==> config.mk <==
export PLATFORM = sky130hd
export DESIGN_NAME = output_serializer
export DESIGN_NICKNAME = d
export VERILOG_FILES = /design/src/rtl/output_serializer.sv
export SDC_FILE = /design/constraint.sdc
export NUM_CORES = 1
export LEC_CHECK = 0
export CAP_MARGIN = 15
export CORE_MARGIN = 4
export CORE_UTILIZATION = 25
export CTS_CLUSTER_DIAMETER = 50
export DETAILED_ROUTE_END_ITERATION = 8
export GPL_ROUTABILITY_DRIVEN = 0
export PLACE_DENSITY = 0.53
export REMOVE_ABC_BUFFERS = 1
export SLEW_MARGIN = 5
export SYNTH_ARGS = -nofsm -noshare
export SYNTH_HDL_FRONTEND = slang
export SYNTH_SLANG_ARGS = --single-unit
==> constraint.sdc <==
create_clock -name clk -period 26.9 [get_ports clk]
set_clock_uncertainty 0.1 [all_clocks]
set_input_delay 5.38 -clock clk [delete_from_list [all_inputs] [get_ports clk]]
set_output_delay 5.38 -clock clk [all_outputs]
set_load 0.05 [all_outputs]
==> src/rtl/output_serializer.sv <==
`default_nettype none
// +--------------------------------------------------------------------------+
// | output_serializer: captures a DATA_W word and streams it as BEATS        |
// | valid/ready beats, LS word first. Define OUTPUT_SER_PARITY_EN for out_par.|
// | Rev 1.0                                                                  |
// +--------------------------------------------------------------------------+
module output_serializer #(
  parameter int DATA_W = 256,
  parameter int WORD_W = 32,
  parameter int BEATS  = 8,
  parameter int IDX_W  = 3
) (
  input  logic              clk,
  input  logic              reset,
  input  logic              load,
  input  logic [DATA_W-1:0] data_in,
  input  logic              clear_ovr,
  output logic              busy,
  output logic              out_valid,
  input  logic              out_ready,
  output logic [WORD_W-1:0] out_data,
  output logic [IDX_W-1:0]  out_idx,
  output logic              out_last,
  output logic              overrun
`ifdef OUTPUT_SER_PARITY_EN
  ,
  output logic              out_par
`endif
);

  typedef enum logic [0:0] {IDLE = 1'b0, SEND = 1'b1} state_t;

  localparam logic [IDX_W-1:0] LAST_IDX = IDX_W'(BEATS - 1);

  state_t            state_q, state_d;
  logic [DATA_W-1:0] hold_q, hold_d;
  logic [IDX_W-1:0]  idx_q, idx_d;
  logic              ovr_q, ovr_d;
  logic              xfer, final_xfer, accept;
  logic [WORD_W-1:0] words [BEATS];

  for (genvar g = 0; g < BEATS; g++) begin : g_words
    assign words[g] = hold_q[g*WORD_W +: WORD_W];
  end

  always_comb begin
    xfer       = (state_q == SEND) && out_ready;
    final_xfer = xfer && (idx_q == LAST_IDX);
    // A load is taken only when the holding register is free at this edge.
    accept     = load && ((state_q == IDLE) || final_xfer);
    state_d    = state_q;
    hold_d     = hold_q;
    idx_d      = idx_q;
    ovr_d      = ovr_q;
    if (accept) begin
      hold_d  = data_in;
      idx_d   = '0;
      state_d = SEND;
    end else if (final_xfer) begin
      idx_d   = '0;
      state_d = IDLE;
    end else if (xfer) begin
      idx_d   = idx_q + IDX_W'(1);
    end
    if (load && !accept) begin
      ovr_d = 1'b1;
    end else if (clear_ovr) begin
      ovr_d = 1'b0;
    end
  end

  always_ff @(posedge clk or posedge reset) begin
    if (reset) begin
      state_q <= IDLE;
      hold_q  <= '0;
      idx_q   <= '0;
      ovr_q   <= 1'b0;
    end else begin
      state_q <= state_d;
      hold_q  <= hold_d;
      idx_q   <= idx_d;
      ovr_q   <= ovr_d;
    end
  end

  assign busy      = (state_q == SEND);
  assign out_valid = (state_q == SEND);
  assign out_idx   = idx_q;
  assign out_data  = out_valid ? words[idx_q] : '0;
  assign out_last  = out_valid && (idx_q == LAST_IDX);
  assign overrun   = ovr_q;

`ifdef OUTPUT_SER_PARITY_EN
  assign out_par   = ^out_data;
`endif

endmodule
`default_nettype wire

==> results of run 1 <==
-- kinds of logic (layout without fill, tap and decap cells) --
group | count (synthesis) | after routing
AND/OR/NAND/NOR | 8 | 8
other | 0 | 6
adder cells (fa/ha/maj) | 2 | 2
AO/OA/AOI/OAI | 68 | 68
buffers and inverters | 93 | 416
flip-flops | 261 | 261
multiplexers | 354 | 354
-- routing by layer --
metal  GRT usage  vias up  routed length [um]
li1            -     3479                   -
met1       0.174     3944               16900
met2       0.191      217               16100
met3      0.0381       62                2210
met4      0.0357        6                 841
met5           0        -                  41
-- power groups by stage --
stage	Sequential, mW	Combinational (mW)	Clock, mW
3_5_place_dp	0.715	0.932	0
4_1_cts	0.713	0.936	0.538
2_1_floorplan	0.695	0.700	0
3_3_place_gp	0.713	0.924	0
5_1_grt	0.737	0.980	0.553
6_report	0.711	0.922	0.517
-- registers in the layout, indices dropped and copies added, names as in the netlist --
signal   count
busy         1
hold_q     256
overrun      1
out_idx      3
-- cell type report --
cell class | instances | area [um^2] | area share
antenna | 6 | 15.0 | 0.000848
clock buffer | 49 | 1110 | 0.0626
clock inverter | 24 | 224 | 0.0126
inverter | 34 | 135 | 0.00763
multi-input combinational | 432 | 5770 | 0.326
sequential | 261 | 6540 | 0.369
tap | 680 | 851 | 0.0480
timing repair buffer | 309 | 3070 | 0.173
-- worst max-delay path, cell delays in order, from the launching register on --
cell and delay, ps:
sky130_fd_sc_hd__dfrtp_4 1050, sky130_fd_sc_hd__buf_4 790, sky130_fd_sc_hd__mux2_2 290, sky130_fd_sc_hd__o21ai_0 70, sky130_fd_sc_hd__a221oi_1 400, sky130_fd_sc_hd__clkdlybuf4s50_1 890
-- worst paths after layout --
check / from / endpoint / slack [ps] / depth (start not counted)
worst min-delay path: hold_q[84] / hold_q[84] / 400 / 1
worst max register to register: out_idx[0] / hold_q[89] / 22130 / 8
worst max-delay path: out_idx[2] / out_data[3] / 17260 / 5
max in group asynchronous: reset / out_idx[2] / 18880 / 4
min in group asynchronous: reset / hold_q[13] / 5270 / 2
worst min register to register: hold_q[84] / hold_q[84] / 400 / 1
-- cells in the final DEF (no fill, tap or decap), types with 7 or more instances in the layout --
master	synthesis	layout
sky130_fd_sc_hd__a221oi_1	32	32
sky130_fd_sc_hd__buf_4	7	10
sky130_fd_sc_hd__o21ai_0	33	33
sky130_fd_sc_hd__clkbuf_16	0	43
sky130_fd_sc_hd__clkinvlp_4	0	7
sky130_fd_sc_hd__mux2_4	240	240
sky130_fd_sc_hd__inv_1	34	33
sky130_fd_sc_hd__mux2i_1	33	33
sky130_fd_sc_hd__mux2_2	49	49
sky130_fd_sc_hd__clkdlybuf4s50_1	0	299
sky130_fd_sc_hd__mux4_2	32	32
sky130_fd_sc_hd__dfrtp_1	261	257
==> results.md, run 1 <==
- The flow ran to the end, and the final reports show no timing, DRC or antenna violations.
- Input and output buffers added on the ports amount to approximately 300.
- The most frequent cell after synthesis is sky130_fd_sc_hd__dfrtp_1.
- The H-tree generated during clock tree synthesis spans 2 levels.
- Of the total power, registers draw 0.331.
- The number of DRC markers after the initial detailed-route iteration is 323.
- Row generation in the floorplan step produced 83 rows.
- For the pin with the worst max-slew slack, the measured transition is about 1100 ps.
- The multiplexer area fraction after synthesis is 0.398.
- The number of clock buffers inserted by TritonCTS is 41.
- Using the TritonRoute via totals, the vias-per-cell ratio works out to ~4.3.
- The final routed DRC violation total is 0.
- The kind of path behind the tightest hold check is flop to flop.
- The floorplan step defined a die boundary enclosing around 56,000 um^2.
- At the placement stage, the worst setup path has a slack of ~18,000 ps.
- Hold is met by a little under 400 ps.
- Among all flip-flop cells after synthesis, the most frequent one is sky130_fd_sc_hd__dfrtp_1.
- No sink is reached through more buffers than the 3 on the longest clock path.
- After clock tree synthesis, the setup repair step added 0 buffers.
- From synthesis to final layout, the design area changed by 35.3%.
- In this run the static leakage power is 8.20 nW.
- The final count of hold timing violations is 0.
- Of the total synthesized cell area, the portion taken by XOR and XNOR cells is 0.
- The summed negative setup slack over all endpoints is 0 ps.
- The number of distinct library cells after synthesis is 23.
- The synthesized-area fraction occupied by ao, oa, aoi and oai cells is 0.0368.
- The clock period minus worst slack is just under 10,000 ps.
- The part of the power in the clock network is 0.241.
- Across every metal layer, demand over resource in global routing totals 0.126.
- For this run the aggregate overflow at the end of global routing stands at 0.
- Ranked by instance count, the synthesized netlist is headed by sky130_fd_sc_hd__dfrtp_1, sky130_fd_sc_hd__mux2_4, sky130_fd_sc_hd__mux2_2.
- The cell taking the most area after synthesis is sky130_fd_sc_hd__dfrtp_1.
- By area the synthesized netlist is led by sky130_fd_sc_hd__dfrtp_1, sky130_fd_sc_hd__mux2_4, sky130_fd_sc_hd__mux4_2, sky130_fd_sc_hd__mux2_2, sky130_fd_sc_hd__buf_12.
- At the worst endpoint, the arrival time is about 4200 ps.
- Measured against its own limit, the worst slew margin works out to 0.250.
- The number of hold buffers added after CTS was 0.
- The post-cts sizing count is 0.
- The type of element capturing the critical path is an output pin.
- The remaining antenna violation count after routing is 0.
- The routed layout has between 7,000 and 8,000 vias.
- The initial utilization of the core area, before any placement, comes to 0.254.
- The number of instances in the placed design is ~1,700.
- The number of filler instances in the final layout is approximately 5,000.
- Counting flops with a built-in enable in the synthesized netlist gives 0.
- Detailed placement finished with a half-perimeter wire length of about 23,000 um.
- In the final layout, the share of cells above drive strength 1 is 0.369.
- The total core area is approximately 52,000 um^2.
- In this run the cell area measured after placement is between 15,000 and 20,000 um^2.
- The critical path start-end classification is flop to output pin.
- The wire length of the first global-routing pass is between 50,000 and 60,000 um.
- The area share of the largest cell type after synthesis is 0.499.
- At the end of the flow, the number of nets in the layout was 1,342.
- The floorplan step set the die height to 237 um.
- The tool flagged a number of max-cap violations equal to 0.
- The TritonCTS sink count is about 260.
- During synthesis, Yosys emitted a total of 0 warnings.
- The number of top-level pins is 300.
- In this run, synthesis produced a sequential element count of around 260.
- The switching part of the total power is 0.340.
- STA classifies the critical path startpoint as a flop.
- The switching power of the nets is 731 uW.
- In this run the cell area of the synthesized design comes to roughly 13,000 um^2.
- Once layout is done, the placed cells without fillers occupy between 15,000 and 20,000 um^2.
- The overall die width is 237 um.
- The clock tree root driver cell is sky130_fd_sc_hd__clkbuf_16.
- Setup repair after global routing left no endpoint under its margin.
- The number of global-route vias before repair was 8,685.
- STA puts the critical path data required time at 21,420 ps.
- Setup violations remaining at the end of the flow were counted as 0.
- The clock transition at the registers of the reported paths is 60 ps.
- For this run, the top clock speed supported by timing is approximately 100 MHz.
- TritonCTS built the clock tree.
- Dividing the final minimum period by the clock period gives 0.359.
- The async set-or-reset flop fraction in the synthesized netlist is 1.00.
- The first-pass iteration count of the detailed router is 4.
- Power comes to around 2.2 mW.
- The average wire per standard cell is about 20 um.
- Of the total synthesized cell area, the portion taken by AND, OR, NAND and NOR gates is 0.00363.
- Leaving out filler cells and counting taps, the final layout contains around 1,800.
- The core occupancy in the finished layout is 0.343.
- The final count of pins violating max slew is 0.
- The portion of total power attributed to combinational logic is 0.429.
- The portion of the post-synthesis area used by sequential elements is 0.499.
- Across the VDD grid, the largest voltage drop is roughly 0.000074 V.
- The maximum net fanout on the critical path is between 50 and 60.
- At the later pin of the worst-skew pair, clock insertion delay measures between 500 and 600 ps.
- The number of antenna violations at the first check in global routing was 8.
- The total routed wirelength is 36,100 um.
- Of the total synthesized cell area, the portion taken by full adders, half adders and majority gates is 0.00191.
- The number of cells produced by synthesis is 786.
- The power density of the placed cells is 121 nW/um^2.
- The cell-internal power is around 1.4 mW.
- The dominant combinational cell family by area after synthesis is multiplexers.
- After layout, the worst setup slack is 17,260 ps.
- The largest net degree at the start of global routing is 127.
- The post-synthesis average cell area is between 15 and 20 um^2.
(Power assumes the default switching activity.)
==> run 2, diff against run 1 <==
--- a/config.mk
+++ b/config.mk
@@ -11,7 +11,7 @@
 export CTS_CLUSTER_DIAMETER = 50
 export DETAILED_ROUTE_END_ITERATION = 8
 export GPL_ROUTABILITY_DRIVEN = 0
-export PLACE_DENSITY = 0.53
+export PLACE_DENSITY = 0.54
 export REMOVE_ABC_BUFFERS = 1
 export SLEW_MARGIN = 5
 export SYNTH_ARGS = -nofsm -noshare
==> constraint.sdc (replaced) <==
create_clock -name clk -period 8.3 [get_ports clk]
set_clock_uncertainty 0.1 [all_clocks]
set_input_delay 1.66 -clock clk [delete_from_list [all_inputs] [get_ports clk]]
set_output_delay 1.66 -clock clk [all_outputs]
set_load 0.05 [all_outputs]
==> run 2 against run 1 <==
Total power grew to 3.3 times the previous value. Sequential power grew to 3.2 times the previous value. Setup slack worse by 14000 ps. Die area stayed put. Non-clock buffer count is 3 lower. Critical endpoint is now out_data[1]. Largest power group unchanged.
==> results.md, run 2 (synthesis results as in run 1) <==
- In this run the tool buffered the top-level ports with around 300 buffer cells.
- At the pin with the least slew margin, the transition time is about 1100 ps.
- The placed standard-cell area is approximately 16,000 um^2.
- Measured along the y axis, the die boundary spans 237 um.
- The number of hold buffers added after CTS was 0.
- The flip-flop count of the largest register after layout is approximately 260.
- The final count of pins violating max slew was 0.
- The final layout contains routed wiring with a total length of ~36,000 um.
- The signed area change from the synthesized netlist to the final layout is 35.5%.
- The number of global-route vias before repair is ~8,700.
- The final setup violation count is 0.
- The register containing the most flip-flops in the final layout is hold_q.
- The switching power of the nets is ~2.3 mW.
- After clock tree synthesis, the clock-pin slew on the worst setup and hold paths is approximately 60 ps.
- Static timing analysis puts the maximum clock frequency at roughly 180 MHz.
- In this run the count of I/O pins placed on the die edge is 300.
- The largest net degree at the start of global routing is about 150.
- TritonCTS built the clock tree.
- The number of nets in the final layout is ~1,300.
- In this run the power density over the cells is 394 nW/um^2.
- The proportion of power drawn by flip-flops and latches is 0.329.
- For this block, the initial DRC count from the detailed router was 390.
- In this run the horizontal extent of the chip is about 240 um.
- The smallest clock period supported by the final layout is computed as 5440 ps.
- The peak ir drop on the vdd network is about 0.00018 V.
- The final count of hold timing violations is 0.
- The share of the clock period used by the worst path is 0.655.
- The number of clock buffers added by TritonCTS is 40.
- The H-tree generated during clock tree synthesis spans 2 levels.
- The part of the power in the clock network is 0.242.
- Of the total power, the share spent switching nets is 0.335.
- Measured against its own limit, the worst slew margin works out to 0.255.
- The wire length of the first global-routing pass is ~55,000 um.
- The deepest clock path buffer count is 3.
- The detail-routed via count per cell is between 4 and 5.
- Summing all flip-flop and latch instances after layout gives between 6000 and 7000 um^2.
- The setup check on the worst reg-to-reg path leaves a slack of about 4900 ps.
- Summed over all layers, the global routing overflow is 0.
- In the layout the commonest cells are sky130_fd_sc_hd__clkdlybuf4s50_1, sky130_fd_sc_hd__dfrtp_1, sky130_fd_sc_hd__mux2_4.
- The remaining antenna violation count after routing is 0.
- The effective utilization at floorplan is 0.254.
- The full die area is about 56,000 um^2.
- In this run the static leakage power is 8.22 nW.
- Of the total power, combinational logic draws 0.428.
- The detailed router placed 7,643 vias in this run.
- The average wire per standard cell is 19.9 um.
- The core occupancy in the finished layout is 0.344.
- The tightest min-delay check is of the flop to flop type.
- The critical path data arrival time is 3680 ps.
- Of the cells placed in the final design, the portion with a size suffix greater than 1 is 0.363.
- The TritonCTS sink count is approximately 260.
- The tool flagged a number of max-cap violations equal to 0.
- The run finished with clean final reports.
- The design draws 7.00 mW.
- Buffers added to address setup during post-CTS repair amount to 0.
- The library cell used most frequently in the layout, excluding fill and tap cells, is sky130_fd_sc_hd__clkdlybuf4s50_1.
- The summed negative setup slack over all endpoints is 0 ps.
- STA classifies the critical path endpoint as an output pin.
- The clock tree root driver cell is sky130_fd_sc_hd__clkbuf_16.
- Once detailed placement completed, the half-perimeter wirelength came to between 20,000 and 25,000 um.
- The critical path start-end classification is flop to output pin.
- The final routed DRC violation total is 0.
- The clock reaches the later pin of the worst-skew pair after between 500 and 600 ps.
- The internal portion of the total power is ~4.7 mW.
- The total area inside the core boundary comes to just over 50,000 um^2.
- The worst setup path is launched from a flop.
- The number of filler instances in the final layout is around 5,000.
- Setup repair after global routing left no endpoint under its margin.
- The first-pass iteration count of the detailed router is 4.
- The number of antenna violations at the first check in global routing was 5.
- The site row count is a little over 80.
- The post-cts sizing count is 0.
- Of all nets on the critical path, the largest fanout is 21.
- The area of combinational cells with multiple inputs is just under 6000 um^2.
- The final instance area is 17,700 um^2.
- The data required time of the critical path is ~6500 ps.
- The overall global routing resource usage is 0.125.
[run 2: changes by cell type in the layout (fill, tap and decap cells not counted), sizes merged]
cell / before / now
buf: 10 / 7
bufinv: 2 / 3
clkbuf: 49 / 58
clkinv: 9 / 3
clkinvlp: 7 / 4
diode: 6 / 4
inv: 40 / 38
[run 2: cell type report]
type                    count  area share
repair buffers            306       0.174
diodes                      4    0.000564
clock inverters            14      0.0100
well taps                 680      0.0479
multi-input cells         432       0.325
inverters                  34     0.00761
flip-flops and latches    261       0.368
clock buffers              58      0.0659
[run 2: worst paths after layout]
kind                       startpoint     endpoint  cells after the start
min in group asynchronous       reset   hold_q[20]                      2
hold reg to reg            hold_q[90]   hold_q[90]                      1
max in group asynchronous       reset    hold_q[6]                      3
setup / recovery           out_idx[1]  out_data[1]                      5
setup reg to reg           out_idx[1]   hold_q[81]                      7
hold / removal             hold_q[90]   hold_q[90]                      1
[run 2: per-stage QoR]
stage | hold slack, ps | cells | setup slack [ps]
2_1_floorplan | 375 | 727 | -644
3_3_place_gp | 386 | 1713 | 3390
3_5_place_dp | 387 | 1713 | 3370
4_1_cts | 403 | 1785 | 2770
5_1_grt | 412 | 1785 | 2680
6_report | 400 | 1789 | 2860
[run 2: per-layer routing]
layer / track usage / part of all wire
met1: 0.173 / 0.46
met2: 0.187 / 0.44
met3: 0.0411 / 0.077
met4: 0.0375 / 0.026
met5: 0 / 0.00042
[run 2: power by group through the flow]
stage          Clock [mW]  Sequential, mW  Combinational, mW
2_1_floorplan           0            2.25               2.27
3_3_place_gp            0            2.32               3.01
3_5_place_dp            0            2.32               3.03
4_1_cts              1.76            2.31               3.05
5_1_grt              1.82            2.39               3.19
6_report             1.69            2.31               3.00
[run 2: critical path, stage by stage, from the launching register on]
cell and delay [ps]:
sky130_fd_sc_hd__dfrtp_2 770, sky130_fd_sc_hd__buf_4 520, sky130_fd_sc_hd__nor2_4 230, sky130_fd_sc_hd__buf_4 300, sky130_fd_sc_hd__a221oi_1 400, sky130_fd_sc_hd__clkdlybuf4s50_1 880
==> run 3, diff against run 2 <==
==> constraint.sdc (replaced) <==
create_clock -name clk -period 4.9 [get_ports clk]
set_clock_uncertainty 0.1 [all_clocks]
set_input_delay 0.98 -clock clk [delete_from_list [all_inputs] [get_ports clk]]
set_output_delay 0.98 -clock clk [all_outputs]
set_load 0.05 [all_outputs]
==> run 3 against run 2 <==
Critical path depth unchanged. Final area increased by 1.1%. Non-clock buffer count increased by 12. Count of clock-buffer cells in the layout decreased by 4. Clock power increased by 77%. Highest routed layer unchanged.
==> results.md, run 3 (synthesis results as in run 1) <==
- The first-pass iteration count of the detailed router is 4.
- In this run the tool buffered the top-level ports with 299 buffer cells.
- Static timing analysis puts the maximum clock frequency at 220 MHz.
- The share of cells above drive strength 1 is 0.374.
- The total overflow left after global routing is 0.
- The final count of hold timing violations was 0.
- The final count of pins violating max slew was 0.
- The routed design has around 37,000 um of wire.
- The type of element capturing the critical path is an output pin.
- In this run, the number of DRC markers left after iteration 0 of detailed routing was 316.
- The internal portion of the total power is between 7 and 8 mW.
- The CTS tree is built.
- The flow ran to the end, and the final reports show no timing, DRC or antenna violations.
- In the final routed layout, each cell accounts on average for between 20 and 25 um.
- The overall die width is about 240 um.
- The number of antenna violations at the first check in global routing came to 9.
- The number of global-route vias before repair came to 8,889.
- The number of max-cap violations is 0.
- For this block, the via count after detailed routing is just under 8,000.
- The worst hold path cell count is 1.
- The flip-flop count of the largest register after layout is 256.
- The tightest hold path in the finished design has a slack of roughly 400 ps.
- Data arrives at the worst endpoint at between 3000 and 4000 ps.
- Ranked by flip-flop count, first place goes to hold_q.
- STA puts the critical path data required time at between 3000 and 4000 ps.
- The number of gates resized after CTS was 0.
- The TritonCTS sink count is ~260.
- The library cell used most frequently in the layout, excluding fill and tap cells, is sky130_fd_sc_hd__clkdlybuf4s50_1.
- In this run the most critical hold path is launched from hold_q[123].
- The depth of the CTS H-tree is 2.
- The die covers roughly 56,000 um^2.
- The clock transition at the registers of the reported paths is approximately 50 ps.
- Headroom to the max-slew limit came out at 0.201.
- At the placement stage, the worst setup path has a slack of between 800 and 900 ps.
- The share of total power dissipated in sequential elements is 0.323.
- Of the available clock period, the critical path in the final layout requires 0.929.
- The clock tree root driver cell is sky130_fd_sc_hd__clkbuf_16.
- The first global-routing pass estimated 56,000 um of wire.
- Summed over all nets, the switching power comes to about 4.0 mW.
- The startpoint type of the worst setup path is a flop.
- The endpoint of the most critical register-to-register path is hold_q[85].
- After layout, the minimum clock period comes to between 4000 and 5000 ps.
- Buffers inserted to repair hold after CTS numbered 0.
- The remaining antenna violation count after routing is 0.
- After layout, the worst setup slack is around 350 ps.
- The floorplan die height is 237 um.
- The deepest clock path buffer count is 3.
- The sum of buffers and inverters on the critical path is 2.
- For this run, the total global-route usage over all layers was measured as 0.129.
- Detailed placement ended at an HPWL of 24,100 um.
- The peak ir drop on the vdd network is approximately 0.00029 V.
- The setup slack of the worst register-to-register path is 1700 ps.
- Of the total power, combinational logic draws 0.428.
- The detail-routed via count per cell is between 4 and 5.
- The placed standard-cell area is 16,500 um^2.
- Of the total power, the clock network draws 0.249.
- Of all nets on the critical path, the largest fanout is 25.
- At the pin with the least slew margin, the transition time is about 1200 ps.
- Setup violations remaining at the end of the flow were counted as 0.
- The effective utilization at floorplan is 0.254.
- Setup repair after global routing left no endpoint under its margin.
- The buffer count from post-CTS setup fixing is 0.
- Counting cells, the worst reg-to-reg path comes to 7.
- Relative to the synthesized area, the layout overhead comes to 37.1%.
- Of the total power, the share spent switching nets is 0.336.
- The final instance area is 17,900 um^2.
- After floorplanning, the core was sized to cover between 50,000 and 60,000 um^2.
- For this design, the slowest cell found on the critical path is sky130_fd_sc_hd__clkdlybuf4s50_1.
- The standby leakage power is approximately 8.3 nW.
- Walking the worst path, the cells encountered are nand2b_2 > buf_4 > o21ai_0 > a221oi_1 > clkdlybuf4s50_1.
- For this run, design rule violations remaining after detail routing come to 0.
- The floorplan has 83 rows.
- In this run the count of I/O pins placed on the die edge is 300.
- Entering global routing, the biggest net connects about 100 pins.
- The number of nets in the final layout is around 1,400.
- The number of clock buffers inserted by TritonCTS is 42.
- The critical path is of the flop to output pin type.
- In the layout the commonest cells are sky130_fd_sc_hd__clkdlybuf4s50_1, sky130_fd_sc_hd__dfrtp_1, sky130_fd_sc_hd__mux2_4.
- For this design the ratio of total power to cell area is ~670 nW/um^2.
- In this run the critical register-to-register path is launched from out_idx[0].
- The kind of cell with the highest combined delay on the critical path is buffers and inverters.
- The kind of path behind the tightest hold check is flop to flop.
- The critical path's largest stage delay is just under 900 ps.
- The worst hold path terminates at hold_q[123].
- The clock latency at the later pin of the worst-skew pair is 540 ps.
[run 3: how the worst max path moves through the flow]
stage / from / to / slack [ps] / cells after the start
after detailed placement: out_idx[0] / out_data[6] / 830 / 5
after global placement: out_idx[0] / out_data[22] / 880 / 5
final: out_idx[0] / out_data[6] / 350 / 5
after CTS: out_idx[0] / out_data[19] / 230 / 5
after floorplan: reset / busy / -3360 / 1
after global routing: out_idx[0] / out_data[6] / 150 / 5
[run 3: stage by stage]
| stage | std cells | utilization | setup TNS, ps | power (mW) |
|---|---|---|---|---|
| 6_report | 1804 | 0.348 | 0 | 12.0 |
| 5_1_grt | 1800 | 0.348 | 0 | 12.7 |
| 4_1_cts | 1800 | 0.348 | 0 | 12.2 |
| 3_5_place_dp | 1725 | 0.320 | 0 | 9.10 |
| 3_3_place_gp | 1725 | 0.320 | 0 | 9.06 |
| 2_1_floorplan | 727 | - | -1488350 | 7.66 |
[run 3: final cells by class]
cell class                 instances  area [um^2]
clock buffer                      54         1170
inverter                          34          135
multi-input combinational        432         5770
fill                            5006        33700
antenna                            4         10.0
sequential                       261         6540
timing repair buffer             318         3220
tap                              680          851
clock inverter                    21          251
[run 3: worst reg2reg max path, stage by stage (launching register included)]
cell and delay [ps]:
sky130_fd_sc_hd__dfrtp_2 520, sky130_fd_sc_hd__buf_4 350, sky130_fd_sc_hd__ha_1 310, sky130_fd_sc_hd__ha_1 240
sky130_fd_sc_hd__a21boi_4 180, sky130_fd_sc_hd__nand2b_4 280, sky130_fd_sc_hd__buf_12 500, sky130_fd_sc_hd__mux2_2 620
[run 3: power groups by stage]
stage | clock (mW) | combinational, mW | sequential (mW)
floorplan | 0 | 3.84 | 3.82
global placement | 0 | 5.17 | 3.89
detailed placement | 0 | 5.19 | 3.91
CTS | 3.12 | 5.23 | 3.90
global route | 3.19 | 5.48 | 4.02
finish | 2.99 | 5.15 | 3.89
[run 3: routing by layer]
| layer | track usage | part of all wire |
|---|---|---|
| met1 | 0.177 | 0.46 |
| met2 | 0.199 | 0.45 |
| met3 | 0.0427 | 0.070 |
| met4 | 0.0306 | 0.019 |
| met5 | 0 | 0.0016 |
